==> src/rtl/spm_serial_driver.sv <==
// Sequencer for the spm serial-parallel multiplier: parallel operands in, serial y out, serial p in,
// 2*W-bit signed product out. Optional accumulator enabled by defining SPM_DRV_ACC_EN.
module spm_serial_driver #(
    parameter int unsigned W     = 32,
    parameter int unsigned P_LAT = 1
) (
    input  logic           clk,
    input  logic           rst,
    input  logic           in_valid,
    output logic           in_ready,
    input  logic [W-1:0]   in_a,
    input  logic [W-1:0]   in_b,
    input  logic           in_clr,
    output logic           out_valid,
    input  logic           out_ready,
    output logic [2*W-1:0] out_p,
    output logic [W-1:0]   spm_x,
    output logic           spm_y,
    input  logic           spm_p,
    output logic           spm_rst,
    output logic           busy
);

    localparam int unsigned PW     = 2 * W;
    localparam int unsigned NCommit = 2 * W + P_LAT;
    localparam int unsigned CntW   = $clog2(NCommit + 1);

    localparam logic [CntW-1:0] CapFirst  = CntW'(P_LAT);
    localparam logic [CntW-1:0] CapLast   = CntW'(NCommit - 1);
    localparam logic [CntW-1:0] CntCommit = CntW'(NCommit);
    localparam logic [CntW-1:0] YLast     = CntW'(PW - 1);

    typedef enum logic [1:0] {
        StIdle,
        StRun,
        StDone
    } state_e;

    state_e          state_q, state_d;
    logic [CntW-1:0] cnt_q, cnt_d;
    logic [W-2:0]    shreg_q, shreg_d;
    logic [PW-1:0]   prod_q, prod_d;
    logic [PW-1:0]   out_p_q, out_p_d;
    logic [W-1:0]    spm_x_q, spm_x_d;
    logic            spm_y_q, spm_y_d;
    logic            spm_rst_q, spm_rst_d;
    logic            out_valid_q, out_valid_d;
    logic            in_ready_q, in_ready_d;
    logic            busy_q, busy_d;
    logic [PW-1:0]   result;

`ifdef SPM_DRV_ACC_EN
    logic [PW-1:0] acc_q, acc_d;
    logic          clr_q, clr_d;

    // The last product bit is already in prod_q one cycle before commit.
    assign result = (clr_q ? '0 : acc_q) + prod_q;
`else
    logic unused_clr;

    assign unused_clr = in_clr;
    assign result     = prod_q;
`endif

    always_comb begin
        state_d     = state_q;
        cnt_d       = cnt_q;
        shreg_d     = shreg_q;
        prod_d      = prod_q;
        out_p_d     = out_p_q;
        spm_x_d     = spm_x_q;
        spm_y_d     = spm_y_q;
        spm_rst_d   = spm_rst_q;
        out_valid_d = out_valid_q;
        in_ready_d  = in_ready_q;
        busy_d      = busy_q;
`ifdef SPM_DRV_ACC_EN
        acc_d       = acc_q;
        clr_d       = clr_q;
`endif

        unique case (state_q)
            StIdle: begin
                if (in_valid) begin
                    state_d    = StRun;
                    cnt_d      = '0;
                    spm_x_d    = in_a;
                    shreg_d    = in_b[W-1:1];
                    spm_y_d    = in_b[0];
                    spm_rst_d  = 1'b0;
                    prod_d     = '0;
                    in_ready_d = 1'b0;
                    busy_d     = 1'b1;
`ifdef SPM_DRV_ACC_EN
                    clr_d      = in_clr;
`endif
                end
            end

            StRun: begin
                cnt_d = cnt_q + CntW'(1);
                // Arithmetic shift keeps feeding the sign bit once the operand is exhausted.
                shreg_d = $unsigned($signed(shreg_q) >>> 1);
                spm_y_d = (cnt_q < YLast) ? shreg_q[0] : 1'b0;

                if (cnt_q >= CapFirst && cnt_q <= CapLast) begin
                    prod_d = {spm_p, prod_q[PW-1:1]};
                end

                if (cnt_q == CntCommit) begin
                    state_d     = StDone;
                    cnt_d       = cnt_q;
                    out_p_d     = result;
                    out_valid_d = 1'b1;
                    spm_rst_d   = 1'b1;
                    spm_y_d     = 1'b0;
`ifdef SPM_DRV_ACC_EN
                    acc_d       = result;
`endif
                end
            end

            StDone: begin
                if (out_ready) begin
                    state_d     = StIdle;
                    out_valid_d = 1'b0;
                    in_ready_d  = 1'b1;
                    busy_d      = 1'b0;
                end
            end

            default: begin
                state_d = StIdle;
            end
        endcase
    end

    always_ff @(posedge clk or posedge rst) begin
        if (rst) begin
            state_q     <= StIdle;
            cnt_q       <= '0;
            shreg_q     <= '0;
            prod_q      <= '0;
            out_p_q     <= '0;
            spm_x_q     <= '0;
            spm_y_q     <= 1'b0;
            spm_rst_q   <= 1'b1;
            out_valid_q <= 1'b0;
            in_ready_q  <= 1'b1;
            busy_q      <= 1'b0;
        end else begin
            state_q     <= state_d;
            cnt_q       <= cnt_d;
            shreg_q     <= shreg_d;
            prod_q      <= prod_d;
            out_p_q     <= out_p_d;
            spm_x_q     <= spm_x_d;
            spm_y_q     <= spm_y_d;
            spm_rst_q   <= spm_rst_d;
            out_valid_q <= out_valid_d;
            in_ready_q  <= in_ready_d;
            busy_q      <= busy_d;
        end
    end

`ifdef SPM_DRV_ACC_EN
    always_ff @(posedge clk or posedge rst) begin
        if (rst) begin
            acc_q <= '0;
            clr_q <= 1'b0;
        end else begin
            acc_q <= acc_d;
            clr_q <= clr_d;
        end
    end
`endif

    assign in_ready  = in_ready_q;
    assign out_valid = out_valid_q;
    assign out_p     = out_p_q;
    assign spm_x     = spm_x_q;
    assign spm_y     = spm_y_q;
    assign spm_rst   = spm_rst_q;
    assign busy      = busy_q;

endmodule

==> config.mk <==
export PLATFORM = sky130hd
export DESIGN_NAME = spm_serial_driver
export DESIGN_NICKNAME = d
export VERILOG_FILES = /design/src/rtl/spm_serial_driver.sv
export SDC_FILE = /design/constraint.sdc
export NUM_CORES = 1
export LEC_CHECK = 0
export CAP_MARGIN = 5
export CORE_ASPECT_RATIO = 1.75
export CORE_MARGIN = 2
export CORE_UTILIZATION = 45
export CTS_CLUSTER_SIZE = 12
export DETAILED_ROUTE_END_ITERATION = 8
export PLACE_DENSITY_LB_ADDON = 0.08
export SLEW_MARGIN = 40
export SYNTH_ARGS = -nofsm -noshare
export SYNTH_HDL_FRONTEND = slang
export SYNTH_SLANG_ARGS = --single-unit
export TNS_END_PERCENT = 10
==> constraint.sdc <==
create_clock -name clk -period 18.5 [get_ports clk]
set_input_delay 5.55 -clock clk [delete_from_list [all_inputs] [get_ports clk]]
set_output_delay 5.55 -clock clk [all_outputs]
set_load 0.1 [all_outputs]
Word-level counts from Yosys, hierarchy flattened
Index checks and enable logic that the tools add are counted.

Register bits after elaboration: 205. Input bits: 70. Output and inout bits: 101.

$add $sub $neg: 1. Magnitude comparators: 3. Equal/unequal tests: 8. Multiplexer cells: 25. Bitwise operators: 1. Reductions and logical operators: 15.

Operators with widths (number): 2-to-1 mux 64 bit (2); one-hot mux 64 bit (2 select lines) (1); one-hot mux 31 bit (2 select lines) (1); 2-to-1 mux 31 bit (1); AND reduction 3 bit (7); 2-to-1 mux 7 bit (2); one-hot mux 7 bit (2 select lines) (1); != test 2 bit (second input constant) (5); one-hot mux 1 bit (2 select lines) (5); 2-to-1 mux 1 bit (8); adder 7 x 1 -> 7 bit (second input constant) (1); equality test 7 bit (second input constant) (1); >= comparator 7 x 1 -> 1 bit (second input constant) (1); <= comparator 7 bit (second input constant) (1); < comparator 7 x 6 -> 1 bit (second input constant) (1); 2-to-1 mux 2 bit (3); one-hot mux 2 bit (3 select lines) (1); AND reduction 2 bit (3); nonzero test 2 bit (3); equality test 2 x 1 -> 1 bit (second input constant) (1); equality test 2 bit (second input constant) (1); zero test 2 bit (1); logical AND 1 bit (1); NOT 1 bit (1).

Depth between registers and ports, before layout
Word-level depth: 4. Gate-level depth with buffers: 8. Mapped depth without buffers: 6.

Worst setup path before layout
No wires, ideal clock.

Kind: input-to-reg. Start: input port in_valid. End: register prod_q[0]. Library setup time: 0.065 ns. Arrival: 6.766 ns. Required time: 18.435 ns. Setup slack: 11.668 ns. Cell stages on the path: 6. Path buffers: 2. Path through: and2b_1 -> and2_1 -> clkbuf_1 -> a31oi_1 -> buf_2 -> a22o_1.

Longest elaborated chain between the ends: 2.

Ends and longest elaborated chain: start, declared (RTL line 9) `input logic in_valid,`; != test 2 bit (no source line); AND reduction 3 bit (no source line); end signal, assigned (RTL line 155) `prod_q <= prod_d;`; end, declared (RTL line 42) `logic [PW-1:0] prod_q, prod_d;`.

No other way between the ends. A chain may end at the register's enable or synchronous reset.

Final worst setup path
Start: input port in_valid. End: register prod_q[58].

Same word-level chain as after synthesis.

==> impl_metrics.toml <==
[clocking]
htreeDepth = 1
cts_tree = "built"
cts.sinks = 205
cts-buffers-inserted = 21
cts_resized = 0
clock_latency_ns = 0.48
hold_buffers = 0
clockRootBuffer = "clkbuf_16"
cts_buffer_depth = 3
cts.clk_slew.worst_paths_ns = 0.06
post_cts_buffers = 0

[setup_path]
cp_data_required_time_ns = 18.86
cp-end-kind = "register"
cpMostUsedCell = "buf_4"
crit_path_max_fanout = 64
critPathArrivalTime_ns = 8.26
crit_family = "simple AND/OR/NAND/NOR gates"
cp_slowest_cell = "and2b_2"
cp_slowest_stage_delay_ns = 0.61
worst_setup_path_start_kind = "input port"
crit_buf_inv = 3
crit_type = "input port to register"
path_cells = "clkdlybuf4s50_1 -> buf_4 -> and2b_2 -> and2_4 -> a31oi_4 -> buf_4 -> a22o_1"

[run]
max-cap-violations = 0

[synth]
ys_async_sr_fraction = 1.00
synth_cell_types = 40
synth.cell_area_mm2 = 0.00812
synth-compound-area-share = 0.151
ys.flop_type = "dfrtp_1"
synth_edf_count = 0
postSynthCellCount = 596
ys.warnings.count = 0
synth_fp_nets = 669
yosys-mux-area-fraction = 0.135
ys_ff_latch = 205
synth-adder-area-share = 0.00463
synth_xor_area_frac = 0.00324
synth_simple_gate_area_frac = 0.0446
ys_seq_area_frac = 0.632
synth_top_family_by_area = "compound AO/OA/AOI/OAI gates"
synth.avg_cell_area_um2 = 13.6

[floorplan]
io_pins = 171
die_height_um = 182
core-area_mm2 = 0.0179
dieArea_mm2 = 0.0192
die_x_um = 106
rows = 65
floorplan.initialDensity = 0.454

[power_and_ir_drop]
comb_power_share = 0.442
peakVddDrop_v = 0.000163
switching_power_mw = 0.884
share_seq_of_total_power = 0.360
power.density_mw_per_mm2 = 189
intPower_mw = 1.02
power.leakage_nw = 4.95
swShare = 0.464
power.share.clock = 0.199

[drt]
routedWlPerCell_um = 17.2
vias_per_cell = 5.46
postRouteAntennaNets = 0
first_iter_violations = 248
wl_um = 17200
via_count = 5428
drc = 0
dr.pass1.iters = 4

[placed_design]
hpwlAfterDp_um = 11000
dp.cells = 967
numPortBuffers = 169
gp_congestion = 0.735

[grt]
grt_pass1_vias = 5719
grt_max_degree = 145
groute.usage.overall = 0.180
grt_pass1_wl_um = 28800
grt-ovfl-total = 0
antenna_found_initial = 0

[timing]
worstMarginPinSlew_ns = 0.740
hold_viol = 0
skew_ns = 0.00977
max-slew-margin-rel = 0.507
max_freq_ghz = 0.127
final.min_clock_period_ns = 7.90
holdWs_ns = 0.477
setup_viol = 0
slew_violations = 0
setup_tns_ns = 0
post-route-period-util = 0.427
grt_setup_unrepaired = "no"

[worst_hold_path]
hold_class = "register to register"

[final_layout]
stdcell_count = 995
nets = 829
utilization = 0.564
fillers = 1523
layout-drive-gt1-share = 0.283
area_growth_syn_to_layout_pct = 24.4
n_antenna_cell = 0

[outcome]
status = "finished, final reports clean"
==> worst reg2reg max path, delay by kind of cell, from the launching register on <==
kind	cells	cell delay (ns)
muxes	1	0.44
and+or+nand+nor	2	0.82
DFF	1	0.43
buffers and inverters	2	0.77
==> flip-flops by register name, summed over array words and instances (netlist names) <==
register,count
in_ready,1
out_p,64
busy,1
out_valid,1
spm_x,32
cnt_q,7
spm_rst,1
state_q,2
shreg_q,31
spm_y,1
prod_q,64
==> path summary, 6_finish.rpt <==
check,startpoint,endpoint,slack [ns],depth (start not counted)
min reg2reg,out_p[23],out_p[23],0.48,1
max,in_valid,prod_q[58],10.60,7
min,out_p[23],out_p[23],0.48,1
max reg2reg,cnt_q[4],out_p[49],15.92,5
max in group asynchronous,rst,out_p[53],11.81,3
min in group asynchronous,rst,spm_x[22],5.63,2
==> synthesized netlist by cell type (2+ instances only) <==
cell,number,area share
nor2b_1,30,0.023
o21bai_1,2,0.0018
dfstp_2,2,0.0065
nor3_1,2,0.0012
or3_1,2,0.0015
nor2_1,6,0.0028
nand4_1,2,0.0015
a21oi_1,36,0.022
nor4_1,2,0.0015
nand2_1,6,0.0028
clkbuf_1,15,0.0069
a22o_1,65,0.070
nand3_1,4,0.0025
and3_1,2,0.0015
o21ai_0,33,0.020
mux2_2,69,0.096
o21ai_1,4,0.0025
buf_1,2,0.00093
mux2_1,28,0.039
buf_2,21,0.013
xor2_1,2,0.0022
inv_1,8,0.0037
buf_6,3,0.0042
a22oi_1,30,0.028
dfrtp_1,203,0.63
ha_1,3,0.0046
==> cell usage in the layout, fill, tap and decap left out, drive strengths merged, types with 2 or more instances in the layout <==
cell	n
dfrtp	203
buf	111
mux2	97
clkdlybuf4s50	68
a22o	65
o21ai	37
a21oi	36
nor2b	30
a22oi	30
clkbuf	27
inv	8
nand2	6
nor2	6
nand3	4
ha	3
nor3	3
nand4	2
xor2	2
o21bai	2
nor4	2
or3	2
dfstp	2
and3	2
==> metal layers <==
metal / track usage / part of all wire
met5: 0 / 0
met4: 0.0563 / 0.025
met3: 0.0305 / 0.051
met2: 0.320 / 0.53
met1: 0.222 / 0.39
==> layout make-up <==
class,instances,area (µm²),area share
Inverter,8,42.5,0.00421
Sequential cell,205,5130,0.508
Clock inverter,1,30.0,0.00297
Tap cell,234,293,0.0290
Clock buffer,27,558,0.0553
Multi-Input combinational cell,341,2770,0.275
Timing Repair Buffer,179,1270,0.126
==> power groups by stage <==
stage / clock network [mW] / registers (mW) / logic, mW
after CTS: 0.393 / 0.686 / 0.850
after detailed placement: 0 / 0.692 / 0.848
after global placement: 0 / 0.688 / 0.892
final: 0.378 / 0.686 / 0.842
after global routing: 0.411 / 0.705 / 0.890
after floorplan: 0 / 1.11 / 0.269
==> metrics by stage <==
stage          total power [mW]  setup WS, ns  instance area [µm²]
2_1_floorplan              1.38          7.36                 8120
3_3_place_gp               1.58          9.50                 9980
3_5_place_dp               1.54         10.06                 9500
6_report                   1.91         10.60                10100
4_1_cts                    1.93         10.56                10100
5_1_grt                    2.01         10.43                10100
==> cells by family after synthesis <==
family | count (synthesis)
xor gates and xnor gates | 3
buffers and inverters | 50
adders and majority gates | 3
muxes | 97
AOI/OAI and AO/OA | 176
and+or+nand+nor | 62
DFF | 205
(Power assumes the default switching activity.)
